===== config.mk =====
export PLATFORM = sky130hd
export DESIGN_NAME = tft_spi_rx
export DESIGN_NICKNAME = d
export VERILOG_FILES = /design/src/rtl/tft_spi_pkg.sv /design/src/rtl/tft_spi_sync_edge.sv /design/src/rtl/tft_spi_rx.sv
export SDC_FILE = /design/constraint.sdc
export NUM_CORES = 1
export LEC_CHECK = 0
export BUFFER_PORTS_ARGS = -buffer_cell sky130_fd_sc_hd__buf_4
export CAP_MARGIN = 20
export CORE_ASPECT_RATIO = 0.5
export CORE_MARGIN = 2
export CORE_UTILIZATION = 55
export DETAILED_ROUTE_END_ITERATION = 6
export GPL_TIMING_DRIVEN = 1
export PLACE_DENSITY = 0.76
export SLEW_MARGIN = 20
export SYNTH_ARGS = -nofsm -noshare
export SYNTH_HDL_FRONTEND = slang
export SYNTH_SLANG_ARGS = --single-unit

===== constraint.sdc =====
create_clock -name sys_clk_i -period 4.2 [get_ports sys_clk_i]
set_input_delay 0.21 -clock sys_clk_i [delete_from_list [all_inputs] [get_ports sys_clk_i]]
set_output_delay 0.21 -clock sys_clk_i [all_outputs]
set_load 0.05 [all_outputs]

===== src/rtl/tft_spi_pkg.sv =====
// Shared definitions for the TFT SPI receive path.
// Holds the default word width, synchronizer depth and idle timeout, plus the
// receive FSM state encoding used by tft_spi_rx.
package tft_spi_pkg;

  localparam int unsigned DefaultWidth      = 16;
  localparam int unsigned DefaultSyncStages = 2;
  localparam int unsigned DefaultIdleCycles = 64;

  typedef enum logic [0:0] {
    StIdle  = 1'b0,
    StShift = 1'b1
  } rx_state_e;

endpackage


===== src/rtl/tft_spi_sync_edge.sv =====
// Multi-flop synchronizer followed by a rising-edge detector.
// Ports:
//   clk_i  - sampling clock
//   rst_i  - synchronous active-high reset
//   d_i    - asynchronous input level
//   rise_o - one-cycle pulse per rising edge of d_i (registered)
// SYNC_STAGES must be at least 2.
module tft_spi_sync_edge #(
  parameter int unsigned SYNC_STAGES = 2
) (
  input  logic clk_i,
  input  logic rst_i,
  input  logic d_i,
  output logic rise_o
);

  logic [SYNC_STAGES-1:0] sync_q, sync_d;
  logic                   prev_q, prev_d;
  logic                   rise_q, rise_d;

  always_comb begin
    sync_d = {sync_q[SYNC_STAGES-2:0], d_i};
    prev_d = sync_q[SYNC_STAGES-1];
    // Registered pulse: one cycle after the last stage goes high.
    rise_d = sync_q[SYNC_STAGES-1] & ~prev_q;
  end

  always_ff @(posedge clk_i) begin
    if (rst_i) begin
      sync_q <= '0;
      prev_q <= 1'b0;
      rise_q <= 1'b0;
    end else begin
      sync_q <= sync_d;
      prev_q <= prev_d;
      rise_q <= rise_d;
    end
  end

  assign rise_o = rise_q;

endmodule


===== src/rtl/tft_spi_rx.sv =====
// SPI mode-0 slave receiver for the TFT link, MSB first.
// Ports:
//   sys_clk_i    - system clock
//   sys_rst_i    - synchronous active-high reset
//   SPI_CLK      - serial clock from the master, asynchronous to sys_clk_i
//   SPI_MOSI     - serial data, sampled on SPI_CLK rising edge
//   data_o       - last received word
//   valid_o      - data_o holds an unread word
//   ready_i      - consumer accepts data_o when valid_o && ready_i
//   overrun_o    - one-cycle pulse: a completed word was dropped
//   frame_err_o  - one-cycle pulse: partial word aborted by idle timeout
//   word_count_o - number of words loaded into data_o (wraps)
module tft_spi_rx
  import tft_spi_pkg::*;
#(
  parameter int unsigned WIDTH       = DefaultWidth,
  parameter int unsigned SYNC_STAGES = DefaultSyncStages,
  parameter int unsigned IDLE_CYCLES = DefaultIdleCycles
) (
  input  logic             sys_clk_i,
  input  logic             sys_rst_i,
  input  logic             SPI_CLK,
  input  logic             SPI_MOSI,
  output logic [WIDTH-1:0] data_o,
  output logic             valid_o,
  input  logic             ready_i,
  output logic             overrun_o,
  output logic             frame_err_o,
  output logic [15:0]      word_count_o
);

  localparam int unsigned BitCntW  = $clog2(WIDTH + 1);
  localparam int unsigned IdleCntW = $clog2(IDLE_CYCLES + 1);
  localparam logic [BitCntW-1:0]  LastBit  = BitCntW'(WIDTH - 1);
  localparam logic [IdleCntW-1:0] IdleLast = IdleCntW'(IDLE_CYCLES - 1);

  logic                   spi_rise;
  logic [SYNC_STAGES-1:0] mosi_sync_q, mosi_sync_d;
  logic                   mosi_bit;

  rx_state_e              state_q, state_d;
  logic [BitCntW-1:0]     bit_cnt_q, bit_cnt_d;
  logic [IdleCntW-1:0]    idle_cnt_q, idle_cnt_d;
  logic [WIDTH-1:0]       shift_q, shift_d;
  logic [WIDTH-1:0]       data_q, data_d;
  logic                   valid_q, valid_d;
  logic                   overrun_q, overrun_d;
  logic                   frame_err_q, frame_err_d;
  logic [15:0]            word_cnt_q, word_cnt_d;

  logic [WIDTH-1:0]       shift_next;
  logic                   word_done;
  logic                   timeout;

  tft_spi_sync_edge #(
    .SYNC_STAGES(SYNC_STAGES)
  ) u_clk_sync (
    .clk_i (sys_clk_i),
    .rst_i (sys_rst_i),
    .d_i   (SPI_CLK),
    .rise_o(spi_rise)
  );

  assign mosi_bit = mosi_sync_q[SYNC_STAGES-1];

  always_comb begin
    mosi_sync_d = {mosi_sync_q[SYNC_STAGES-2:0], SPI_MOSI};

    state_d     = state_q;
    bit_cnt_d   = bit_cnt_q;
    idle_cnt_d  = idle_cnt_q;
    shift_d     = shift_q;
    data_d      = data_q;
    valid_d     = valid_q;
    overrun_d   = 1'b0;
    frame_err_d = 1'b0;
    word_cnt_d  = word_cnt_q;
    word_done   = 1'b0;
    shift_next  = {shift_q[WIDTH-2:0], mosi_bit};
    timeout     = 1'b0;

    unique case (state_q)
      StIdle: begin
        idle_cnt_d = '0;
      end
      StShift: begin
        idle_cnt_d = spi_rise ? '0 : idle_cnt_q + 1'b1;
        // Timeout takes priority over an edge arriving in the same cycle.
        timeout    = (idle_cnt_q == IdleLast);
      end
      default: begin
        state_d = StIdle;
      end
    endcase

    if (timeout) begin
      frame_err_d = 1'b1;
      shift_d     = '0;
      bit_cnt_d   = '0;
      idle_cnt_d  = '0;
      state_d     = StIdle;
    end else if (spi_rise) begin
      if (bit_cnt_q == LastBit) begin
        word_done  = 1'b1;
        shift_d    = '0;
        bit_cnt_d  = '0;
        idle_cnt_d = '0;
        state_d    = StIdle;
      end else begin
        shift_d   = shift_next;
        bit_cnt_d = bit_cnt_q + 1'b1;
        state_d   = StShift;
      end
    end

    if (word_done) begin
      if (!valid_q || ready_i) begin
        data_d     = shift_next;
        valid_d    = 1'b1;
        word_cnt_d = word_cnt_q + 16'd1;
      end else begin
        overrun_d = 1'b1;
      end
    end else if (valid_q && ready_i) begin
      valid_d = 1'b0;
    end
  end

  always_ff @(posedge sys_clk_i) begin
    if (sys_rst_i) begin
      mosi_sync_q <= '0;
      state_q     <= StIdle;
      bit_cnt_q   <= '0;
      idle_cnt_q  <= '0;
      shift_q     <= '0;
      data_q      <= '0;
      valid_q     <= 1'b0;
      overrun_q   <= 1'b0;
      frame_err_q <= 1'b0;
      word_cnt_q  <= '0;
    end else begin
      mosi_sync_q <= mosi_sync_d;
      state_q     <= state_d;
      bit_cnt_q   <= bit_cnt_d;
      idle_cnt_q  <= idle_cnt_d;
      shift_q     <= shift_d;
      data_q      <= data_d;
      valid_q     <= valid_d;
      overrun_q   <= overrun_d;
      frame_err_q <= frame_err_d;
      word_cnt_q  <= word_cnt_d;
    end
  end

  assign data_o       = data_q;
  assign valid_o      = valid_q;
  assign overrun_o    = overrun_q;
  assign frame_err_o  = frame_err_q;
  assign word_count_o = word_cnt_q;

endmodule


==> flow_summary.toml, run 1 <==
[timing]
relSlewSlack_pct = 27.9
hold_viol = 0
clock.fmax_mhz = 419
rsz0062_at_grt = "false"
layout_min_cycle_time_ps = 2380
tns_ps = 0
worst_pin_slew_ps = 1080
setup_viol_count_final = 0
slew_viol_final = 0
period_share_pct = 56.8
fin_worst_skew_ps = 9.79
layout_setup_ws_ps = 1820

[synth]
ys_warn_count = 0
synth_cell_types = 39
synth_cells = 295
synth_edf_count = 0
netlist_area_um2 = 2840
ys_ff_latch = 69
async_reset_ff_share_pct = 0
synth_nets = 303
syn_area_per_cell_um2 = 9.62
ys.flop_type = "dfxtp_1"
yosysSeqAreaShare_pct = 48.7

[worst_setup_path]
crit_type = "reg2reg"
critPathBufInv = 1
r2r-end = "word_count_o[12]"
critPathLaunchType = "register"
cpPeakStageDelay_ps = 660
crit_fanout = 20
r2r_start = "idle_cnt_q[0]"
crit_family = "simple AND/OR/NAND/NOR gates"
required_ps = 4420
end_kind = "register"
cp_slowest_cell = "and4b_1"
worstPathArrival_ps = 2610
rr_worst_depth = 6
crit_chain = "ha_1 -> and4_4 -> and4b_1 -> buf_4 -> nor4_1 -> mux2_2"
regToRegSetupSlack_ps = 1820

[placed_design]
dpl.hpwl_um = 3790
pre_cts_ws_ps = 1720
port_buffers = 39
place_inst = 385
globalplace.congestion = 0.792

[clock_tree]
hold_buffers = 0
clkTransAtPathRegs_ps = 70
cts-buffers-inserted = 9
cts_max_path_buffers = 2
tritoncts = "built"
clk_latency_ps = 340
cts_setup_buffers = 0
h-tree-depth = 3
clock-sinks = 69
cts_resized = 0
clockRootBuffer = "clkbuf_8"

[route]
ant_nets = 0
vias_per_cell = 5.71
drc = 0
drt_iter0_markers = 110
vias = 2296
wl_met2_um = 2640
wl_met3_um = 322
wl_met1_um = 2910
top_layer = "met4"
wl_per_cell_um = 14.7
wl_um = 5920
dr.pass1.iters = 4

[worst_hold_path]
hold_path.class = "in2reg"
hold_end = "u_clk_sync.sync_q[0]"
min_path_cells = 2
min-delay-start = "SPI_CLK"

[floorplanning]
fp.dieArea_um2 = 5790
die-width_um = 106
die_h_um = 54.8
start_util_pct = 57.3
rows = 18
coreArea_um2 = 4950
num_io_pins = 40

[pwr]
clkPwrFrac_pct = 41.7
seqPwrFrac_pct = 56.5
p_int_w = 0.000898
switching_share_pct = 23.0
p_leak_nw = 1.25
power_frac_comb_pct = 1.8
powerDensity_nw_per_um2 = 351
power.switching_w = 0.000268
ir_worst_vdd_mv = 0.220

[cells_and_area]
syn2layout_area_growth_pct = 17.1
final_cells = 402
antennaDiodeCount = 0
drive_above_1_share_pct = 22.0
n_fill_cell = 401
final_nets = 335

[grt]
grt_pass1_vias = 1981
grt_first_pass_wirelength_um = 9450
grt_use_total_pct = 21.3
grt_antenna_before_repair = 0
overflow = 0
grt_max_degree = 52

[run]
cap_violations = 0

[run_status]
status = "completed"
cell families (layout without fill, tap and decap cells):
group | after synthesis | count (layout) | synth area share, %
compound gates | 66 | 66 | 16.0
simple gates | 118 | 118 | 24.1
buf+inv | 23 | 60 | 4.19
xor+xnor | 6 | 6 | 1.85
flops | 69 | 69 | 48.7
fa+ha+maj | 3 | 3 | 1.32
mux | 10 | 10 | 3.92
power by group through the flow:
| stage | combinational [W] | clock, W | sequential [W] |
|---|---|---|---|
| 2_1_floorplan | 0.0000162 | 0 | 0.000673 |
| 3_3_place_gp | 0.0000204 | 0 | 0.000674 |
| 3_5_place_dp | 0.0000212 | 0 | 0.000674 |
| 4_1_cts | 0.0000213 | 0.000497 | 0.000659 |
| 5_1_grt | 0.0000239 | 0.000524 | 0.000659 |
| 6_report | 0.0000212 | 0.000486 | 0.000659 |
cells in the final DEF (no fill, tap or decap), drive strengths merged, types with 5 or more instances in the layout:
master  Yosys  routed
nand4       9       9
and4        5       5
nor2b      15      15
nand2       8       8
clkbuf     11      10
a21oi      25      25
mux2        9       9
nor3        7       7
o31ai      21      21
a22o       15      15
nand3      27      27
nor2       23      23
dfxtp      69      69
buf        11      43
nor4        5       5
state kept, by name, summed over array words and instances, names as in the netlist:
register           flops
u_clk_sync.sync_q      2
mosi_sync_q            2
valid_o                1
word_count_o          16
u_clk_sync.rise_o      1
u_clk_sync.prev_q      1
bit_cnt_q              5
overrun_o              1
idle_cnt_q             7
frame_err_o            1
data_o                16
shift_q               15
state_q                1
final cells by class:
type / count / area [um2] / share of cell area [%]
Clock buffer: 10 / 138 / 4.14
Clock inverter: 6 / 47.5 / 1.43
Inverter: 1 / 3.75 / 0.113
Multi-Input combinational cell: 203 / 1340 / 40.3
Sequential cell: 69 / 1380 / 41.6
Tap cell: 70 / 87.6 / 2.64
Timing Repair Buffer: 43 / 327 / 9.83
per-layer routing:
metal	GRT usage [%]	vias to the layer above
met1	28.4	1077
met5	0	-
met2	33.5	52
li1	-	1160
met3	6.67	7
met4	7.02	0
per-stage QoR:
stage                     cell area, um2  total power (W)  hold slack [ps]  util [%]
after global placement              3130         0.000694              373      63.1
after detailed placement            3130         0.000696              381      63.1
after CTS                           3310          0.00118             75.9      66.8
final                               3320          0.00117             87.0      67.1
after global routing                3320          0.00121             80.0      67.1
after floorplan                     2840         0.000689              338         -
Yosys cell counts, types with 2 or more instances:
cell | count | share of area (%)
ha_1 | 3 | 1.3
and3_1 | 3 | 0.66
o41ai_1 | 2 | 0.62
buf_6 | 3 | 1.2
nand3_1 | 27 | 4.8
and4_1 | 4 | 1.2
clkbuf_1 | 11 | 1.5
buf_2 | 5 | 0.88
or4_1 | 4 | 1.1
buf_1 | 2 | 0.26
nand2_1 | 8 | 1.1
xor2_1 | 4 | 1.2
mux2_2 | 9 | 3.6
a22o_1 | 15 | 4.6
nor2b_1 | 15 | 3.3
xnor2_1 | 2 | 0.62
nand4b_1 | 3 | 0.93
o31ai_1 | 21 | 5.6
nor3_1 | 4 | 0.71
nand2b_1 | 4 | 0.88
nor4_1 | 5 | 1.1
a21oi_1 | 25 | 4.4
nor3_2 | 3 | 1.1
dfxtp_1 | 69 | 49
nor2_1 | 23 | 3.0
nand4_1 | 8 | 1.8
how the worst max path moves through the flow:
stage	start	endpoint	slack [ps]	cells after the start
3_5_place_dp	idle_cnt_q[0]	state_q	1720	5
3_3_place_gp	idle_cnt_q[0]	state_q	1750	5
2_1_floorplan	word_count_o[0]	word_count_o[12]	2180	6
4_1_cts	idle_cnt_q[0]	state_q	1670	5
5_1_grt	bit_cnt_q[0]	word_count_o[12]	1700	5
6_report	idle_cnt_q[0]	word_count_o[12]	1820	6
No activity file was read; power rests on OpenSTA's default activity.
==> run 2: changes to the inputs <==
--- a/config.mk
+++ b/config.mk
@@ -9,10 +9,10 @@
 export CAP_MARGIN = 20
 export CORE_ASPECT_RATIO = 0.5
 export CORE_MARGIN = 2
-export CORE_UTILIZATION = 55
+export CORE_UTILIZATION = 51
 export DETAILED_ROUTE_END_ITERATION = 6
 export GPL_TIMING_DRIVEN = 1
-export PLACE_DENSITY = 0.76
+export PLACE_DENSITY = 0.74
 export SLEW_MARGIN = 20
 export SYNTH_ARGS = -nofsm -noshare
 export SYNTH_HDL_FRONTEND = slang
==> constraint.sdc (replaced) <==
create_clock -name sys_clk_i -period 1.9 [get_ports sys_clk_i]
set_input_delay 0.095 -clock sys_clk_i [delete_from_list [all_inputs] [get_ports sys_clk_i]]
set_output_delay 0.095 -clock sys_clk_i [all_outputs]
set_load 0.05 [all_outputs]
==> run 2 against run 1 <==
  * Total power is 120% higher
  * Global-route usage is 0.14 points higher
  * Count of clock-buffer cells in the layout is 1 lower
  * Critical path type unchanged
==> flow_summary.toml, run 2 (synthesis gave the netlist of run 1 again) <==
[run_status]
status = "completed"

[cells_and_area]
antennaDiodeCount = 0
syn2layout_area_growth_pct = 28.0
final_cells = 428
drive_above_1_share_pct = 29.0
final_nets = 358
ff_latch_area_um2 = 1380
postLayoutCellArea_um2 = 3630
multi_input_area_um2 = 1410
n_fill_cell = 426
final_cell_mix = "67 x dfxtp_1, 59 x buf_4, 27 x nand3_1"
layout_commonest_cell = "dfxtp_1"

[floorplanning]
die-width_um = 110
coreArea_um2 = 5420
die_h_um = 56.8
rows = 19
fp.dieArea_um2 = 6220
num_io_pins = 40
start_util_pct = 52.4

[clock_tree]
clk_latency_ps = 340
cts-buffers-inserted = 9
tritoncts = "built"
h-tree-depth = 3
cts_max_path_buffers = 2
clockRootBuffer = "clkbuf_8"
clkTransAtPathRegs_ps = 80
clock-sinks = 69

[route]
vias = 2483
wl_per_cell_um = 15.2
wl_met1_um = 3110
top_layer = "met4"
vias_per_cell = 5.80
ant_nets = 0
wl_met3_um = 320
wl_um = 6490
wl_met2_um = 2980
drt_iter0_markers = 106
drc = 0
dr.pass1.iters = 4

[grt]
grt_antenna_before_repair = 0
grt_first_pass_wirelength_um = 10400
grt_use_total_pct = 21.5
grt_max_degree = 33
grt_pass1_vias = 2280
overflow = 0

[worst_setup_path]
r2r_start = "bit_cnt_q[0]"
end_kind = "register"
critical_path.startpoint = "bit_cnt_q[0]"
required_ps = 2160
regToRegSetupSlack_ps = 50
critPathLaunchType = "register"
crit_fanout = 9
crit_type = "reg2reg"
worstPathArrival_ps = 2110
rr_worst_depth = 6
r2r-end = "word_count_o[0]"
crit_end = "word_count_o[0]"

[pwr]
p_leak_nw = 1.38
p_total_w = 0.00260
ir_worst_vdd_mv = 0.377
powerDensity_nw_per_um2 = 716

[timing]
period_share_pct = 97.4
relSlewSlack_pct = 62.7
slew_viol_final = 0
clock.fmax_mhz = 540
hold_viol = 0
fin_worst_skew_ps = 9.46
layout_min_cycle_time_ps = 1850
tns_ps = 0
worst_pin_slew_ps = 558
setup_viol_count_final = 0
layout_setup_ws_ps = 49.8

[placed_design]
pre_cts_ws_ps = -142
globalplace.congestion = 0.829
port_buffers = 39
dpl_cell_area_um2 = 3290
dpl.hpwl_um = 4240
place_inst = 405

[worst_hold_path]
hold_path.class = "in2reg"

[run]
cap_violations = 0
[run 2: cell count changes in the layout (fill, tap and decap cells not counted), moves of 3 or more]
cell,previous run,this run
buf_12,0,4
nor3_4,0,3
nor4_1,5,2
nor3_2,3,0
buf_4,42,59
[run 2: cell type report]
type                       instances  share of cell area (%)
tap                               73                    2.51
sequential                        69                    38.1
clock buffer                       9                    3.41
inverter                           1                   0.103
clock inverter                     7                    1.58
timing repair buffer              66                    15.6
multi-input combinational        203                    38.7
[run 2: where the power goes]
part / total, W / internal (W) / switching [W]
Combinational: 0.0000611 / 0.0000237 / 0.0000374
Sequential: 0.00146 / 0.00145 / 0.00000362
Clock: 0.00109 / 0.000488 / 0.000598
Total: 0.00260 / 0.00196 / 0.000639
[run 2: worst min path at each step]
stage,end,cells past startpoint,slack (ps),start
6_report,data_o[6],2,100,sys_rst_i
5_1_grt,mosi_sync_q[0],2,90,sys_rst_i
4_1_cts,data_o[2],2,80,sys_rst_i
3_5_place_dp,mosi_sync_q[0],2,310,SPI_MOSI
3_3_place_gp,u_clk_sync.sync_q[0],2,310,SPI_CLK
2_1_floorplan,mosi_sync_q[0],1,220,SPI_MOSI
[run 2: worst max-delay path, stage by stage, from the launching register on]
cell     delay, ps
dfxtp_1        360
ha_2           210
nand4_4        100
or2_4          300
buf_12         140
or4_1          500
a21oi_1        150
[run 2: routing by layer]
metal | global-route usage (%) | up-vias
met3 | 6.62 | 10
met2 | 32.8 | 77
met1 | 29.1 | 1192
met4 | 6.69 | 0
met5 | 0 | -
li1 | - | 1204
[run 2: repair_timing]
action / 4_1_cts / 5_1_grt
gates cloned: 0 / 1
buffers inserted: 1 / 3
setup endpoints to repair: 23 / 46
pin swaps: 1 / 4
hold buffers: 2 / 0
resized for setup: 7 / 6
hold endpoints to repair: 2 / 0
[run 2: stage by stage]
step	hold WS [ps]	util [%]
after floorplan	223	-
after global placement	308	60.6
after detailed placement	313	60.6
after CTS	85.0	65.1
after global routing	93.3	67.0
final	102	67.0
==> run 3: changes to the inputs <==
--- a/config.mk
+++ b/config.mk
@@ -9,10 +9,10 @@
 export CAP_MARGIN = 20
 export CORE_ASPECT_RATIO = 0.5
 export CORE_MARGIN = 2
-export CORE_UTILIZATION = 51
+export CORE_UTILIZATION = 55
 export DETAILED_ROUTE_END_ITERATION = 6
 export GPL_TIMING_DRIVEN = 1
-export PLACE_DENSITY = 0.74
+export PLACE_DENSITY = 0.76
 export SLEW_MARGIN = 20
 export SYNTH_ARGS = -nofsm -noshare
 export SYNTH_HDL_FRONTEND = slang
==> constraint.sdc (replaced) <==
create_clock -name sys_clk_i -period 2.25 [get_ports sys_clk_i]
set_input_delay 0.1125 -clock sys_clk_i [delete_from_list [all_inputs] [get_ports sys_clk_i]]
set_output_delay 0.1125 -clock sys_clk_i [all_outputs]
set_load 0.05 [all_outputs]
==> run 3 against run 2 <==
  * Register-to-register slack better by 120 ps
  * Sequential power decreased by 16%
  * Clock power is 5% lower
  * Critical endpoint is now word_count_o[8]
  * Critical path type unchanged
  * Hold slack better by 150 ps
  * Count of clock-buffer cells in the layout is the same
  * Critical path depth unchanged
  * Global-route usage grew 1.2 points
  * Non-clock buffer count fell by 18
  * Via count down 4.0%
  * Die area fell by 6.9%
  * Final cell count shrank 4.9%
  * Wire length decreased by 7.0%
  * Largest power group unchanged
==> flow_summary.toml, run 3 (synthesis gave the netlist of run 1 again) <==
[cells_and_area]
antennaDiodeCount = 0
postLayoutCellArea_um2 = 3390
syn2layout_area_growth_pct = 19.5
drive_above_1_share_pct = 22.8
final_nets = 340
fin_util_pct = 68.5
layout_commonest_cell = "dfxtp_1"
final_cell_mix = "69 x dfxtp_1, 46 x buf_4, 27 x nand3_1"

[route]
vias_per_cell = 5.86
wl_um = 6030
wl_per_cell_um = 14.8
drt_iter0_markers = 80
vias = 2383
ant_nets = 0
dr.pass1.iters = 4
drc = 0

[worst_setup_path]
critPathLaunchType = "register"
cpPeakStageDelay_ps = 460
required_ps = 2490
crit_type = "reg2reg"
crit_family = "simple AND/OR/NAND/NOR gates"
end_kind = "register"
crit_chain = "ha_1 -> and4_4 -> and4b_1 -> buf_4 -> nor3_1 -> mux2_2"
critPathBufInv = 1
worstPathArrival_ps = 2310
crit_fanout = 17
cp_slowest_cell = "and4b_1"

[placed_design]
dpl.hpwl_um = 3920
dpl_cell_area_um2 = 3160
port_buffers = 39
globalplace.congestion = 0.824

[worst_hold_path]
hold_path.class = "in2reg"

[pwr]
power.switching_w = 0.000545
clkPwrFrac_pct = 44.9
p_leak_nw = 1.28
seqPwrFrac_pct = 53.1
ir_worst_vdd_mv = 0.531
switching_share_pct = 23.5
powerDensity_nw_per_um2 = 682
p_int_w = 0.00177
power_frac_comb_pct = 2.0

[floorplanning]
rows = 18
start_util_pct = 57.3
num_io_pins = 40
die_h_um = 54.8
die-width_um = 106
coreArea_um2 = 4950
fp.dieArea_um2 = 5790

[timing]
hold_viol = 0
clock.fmax_mhz = 481
slew_viol_final = 0
relSlewSlack_pct = 61.2
fin_worst_skew_ps = 7.40
setup_viol_count_final = 0
worst_pin_slew_ps = 580
period_share_pct = 92.3
tns_ps = 0
rsz0062_at_grt = "false"
layout_min_cycle_time_ps = 2080

[clock_tree]
clock-sinks = 69
h-tree-depth = 3
clkTransAtPathRegs_ps = 80
cts-buffers-inserted = 9
clk_latency_ps = 350
cts_setup_buffers = 0
clockRootBuffer = "clkbuf_8"
tritoncts = "built"
cts_max_path_buffers = 2

[grt]
grt_antenna_before_repair = 0
grt_max_degree = 52
overflow = 0
grt_use_total_pct = 22.7
grt_first_pass_wirelength_um = 10000
grt_pass1_vias = 2083

[run]
cap_violations = 0

[run_status]
status = "completed"
run 3: changes by cell type in the layout (fill, tap and decap cells not counted), moves of 2 or more:
cell / before / now
nor4_4: 2 / 0
buf_12: 4 / 0
dfxtp_1: 67 / 69
inv_6: 1 / 4
clkinv_4: 2 / 0
buf_4: 59 / 46
nor4_1: 2 / 5
dfxtp_2: 2 / 0
run 3: worst register-to-register path, stage by stage, from the launching register on:
cell	delay [ps]
dfxtp_1	360
ha_1	220
and4_4	260
and4b_1	460
buf_4	300
nor3_1	90
mux2_2	280
run 3: repair_timing:
| action | 4_1_cts | 5_1_grt |
|---|---|---|
| resized for setup | 0 | 3 |
| endpoints found under the setup margin | 0 | 18 |
| hold buffers | 2 | 0 |
| endpoints found under the hold margin | 2 | 0 |
run 3: metal layers:
layer | track usage [%] | share of wire, % | vias up
met5 | 0 | 0 | -
met4 | 4.39 | 0.63 | 0
met3 | 10.0 | 5.4 | 7
met2 | 36.9 | 45 | 58
met1 | 28.7 | 48 | 1148
li1 | - | - | 1170
run 3: stage by stage:
stage | power [W] | setup WS (ps) | std cells | hold slack [ps]
finish | 0.00231 | 173 | 407 | 247
detailed placement | 0.00130 | 142 | 389 | 332
global placement | 0.00130 | 206 | 389 | 323
CTS | 0.00233 | 125 | 407 | 210
global route | 0.00240 | 35.2 | 407 | 244
floorplan | 0.00129 | 234 | 295 | 241
run 3: power groups by stage:
stage	clock network, W	logic, W	registers (W)
3_5_place_dp	0	0.0000415	0.00126
5_1_grt	0.00112	0.0000511	0.00123
4_1_cts	0.00106	0.0000443	0.00123
3_3_place_gp	0	0.0000396	0.00126
2_1_floorplan	0	0.0000303	0.00126
6_report	0.00104	0.0000461	0.00123
run 3: worst paths after layout:
| path | from | endpoint | slack [ps] | cells after the start |
|---|---|---|---|---|
| worst min-delay path | sys_rst_i | mosi_sync_q[0] | 250 | 2 |
| worst max register to register | idle_cnt_q[0] | word_count_o[8] | 170 | 6 |
| worst min register to register | u_clk_sync.prev_q | u_clk_sync.rise_o | 390 | 1 |
| worst max-delay path | idle_cnt_q[0] | word_count_o[8] | 170 | 6 |
run 3: cell type report:
type,count,area (um2)
Clock buffer,9,124
Fill cell,408,1560
Inverter,1,3.75
Timing Repair Buffer,48,365
Tap cell,70,87.6
Clock inverter,7,80.1
Multi-Input combinational cell,203,1350
Sequential cell,69,1380
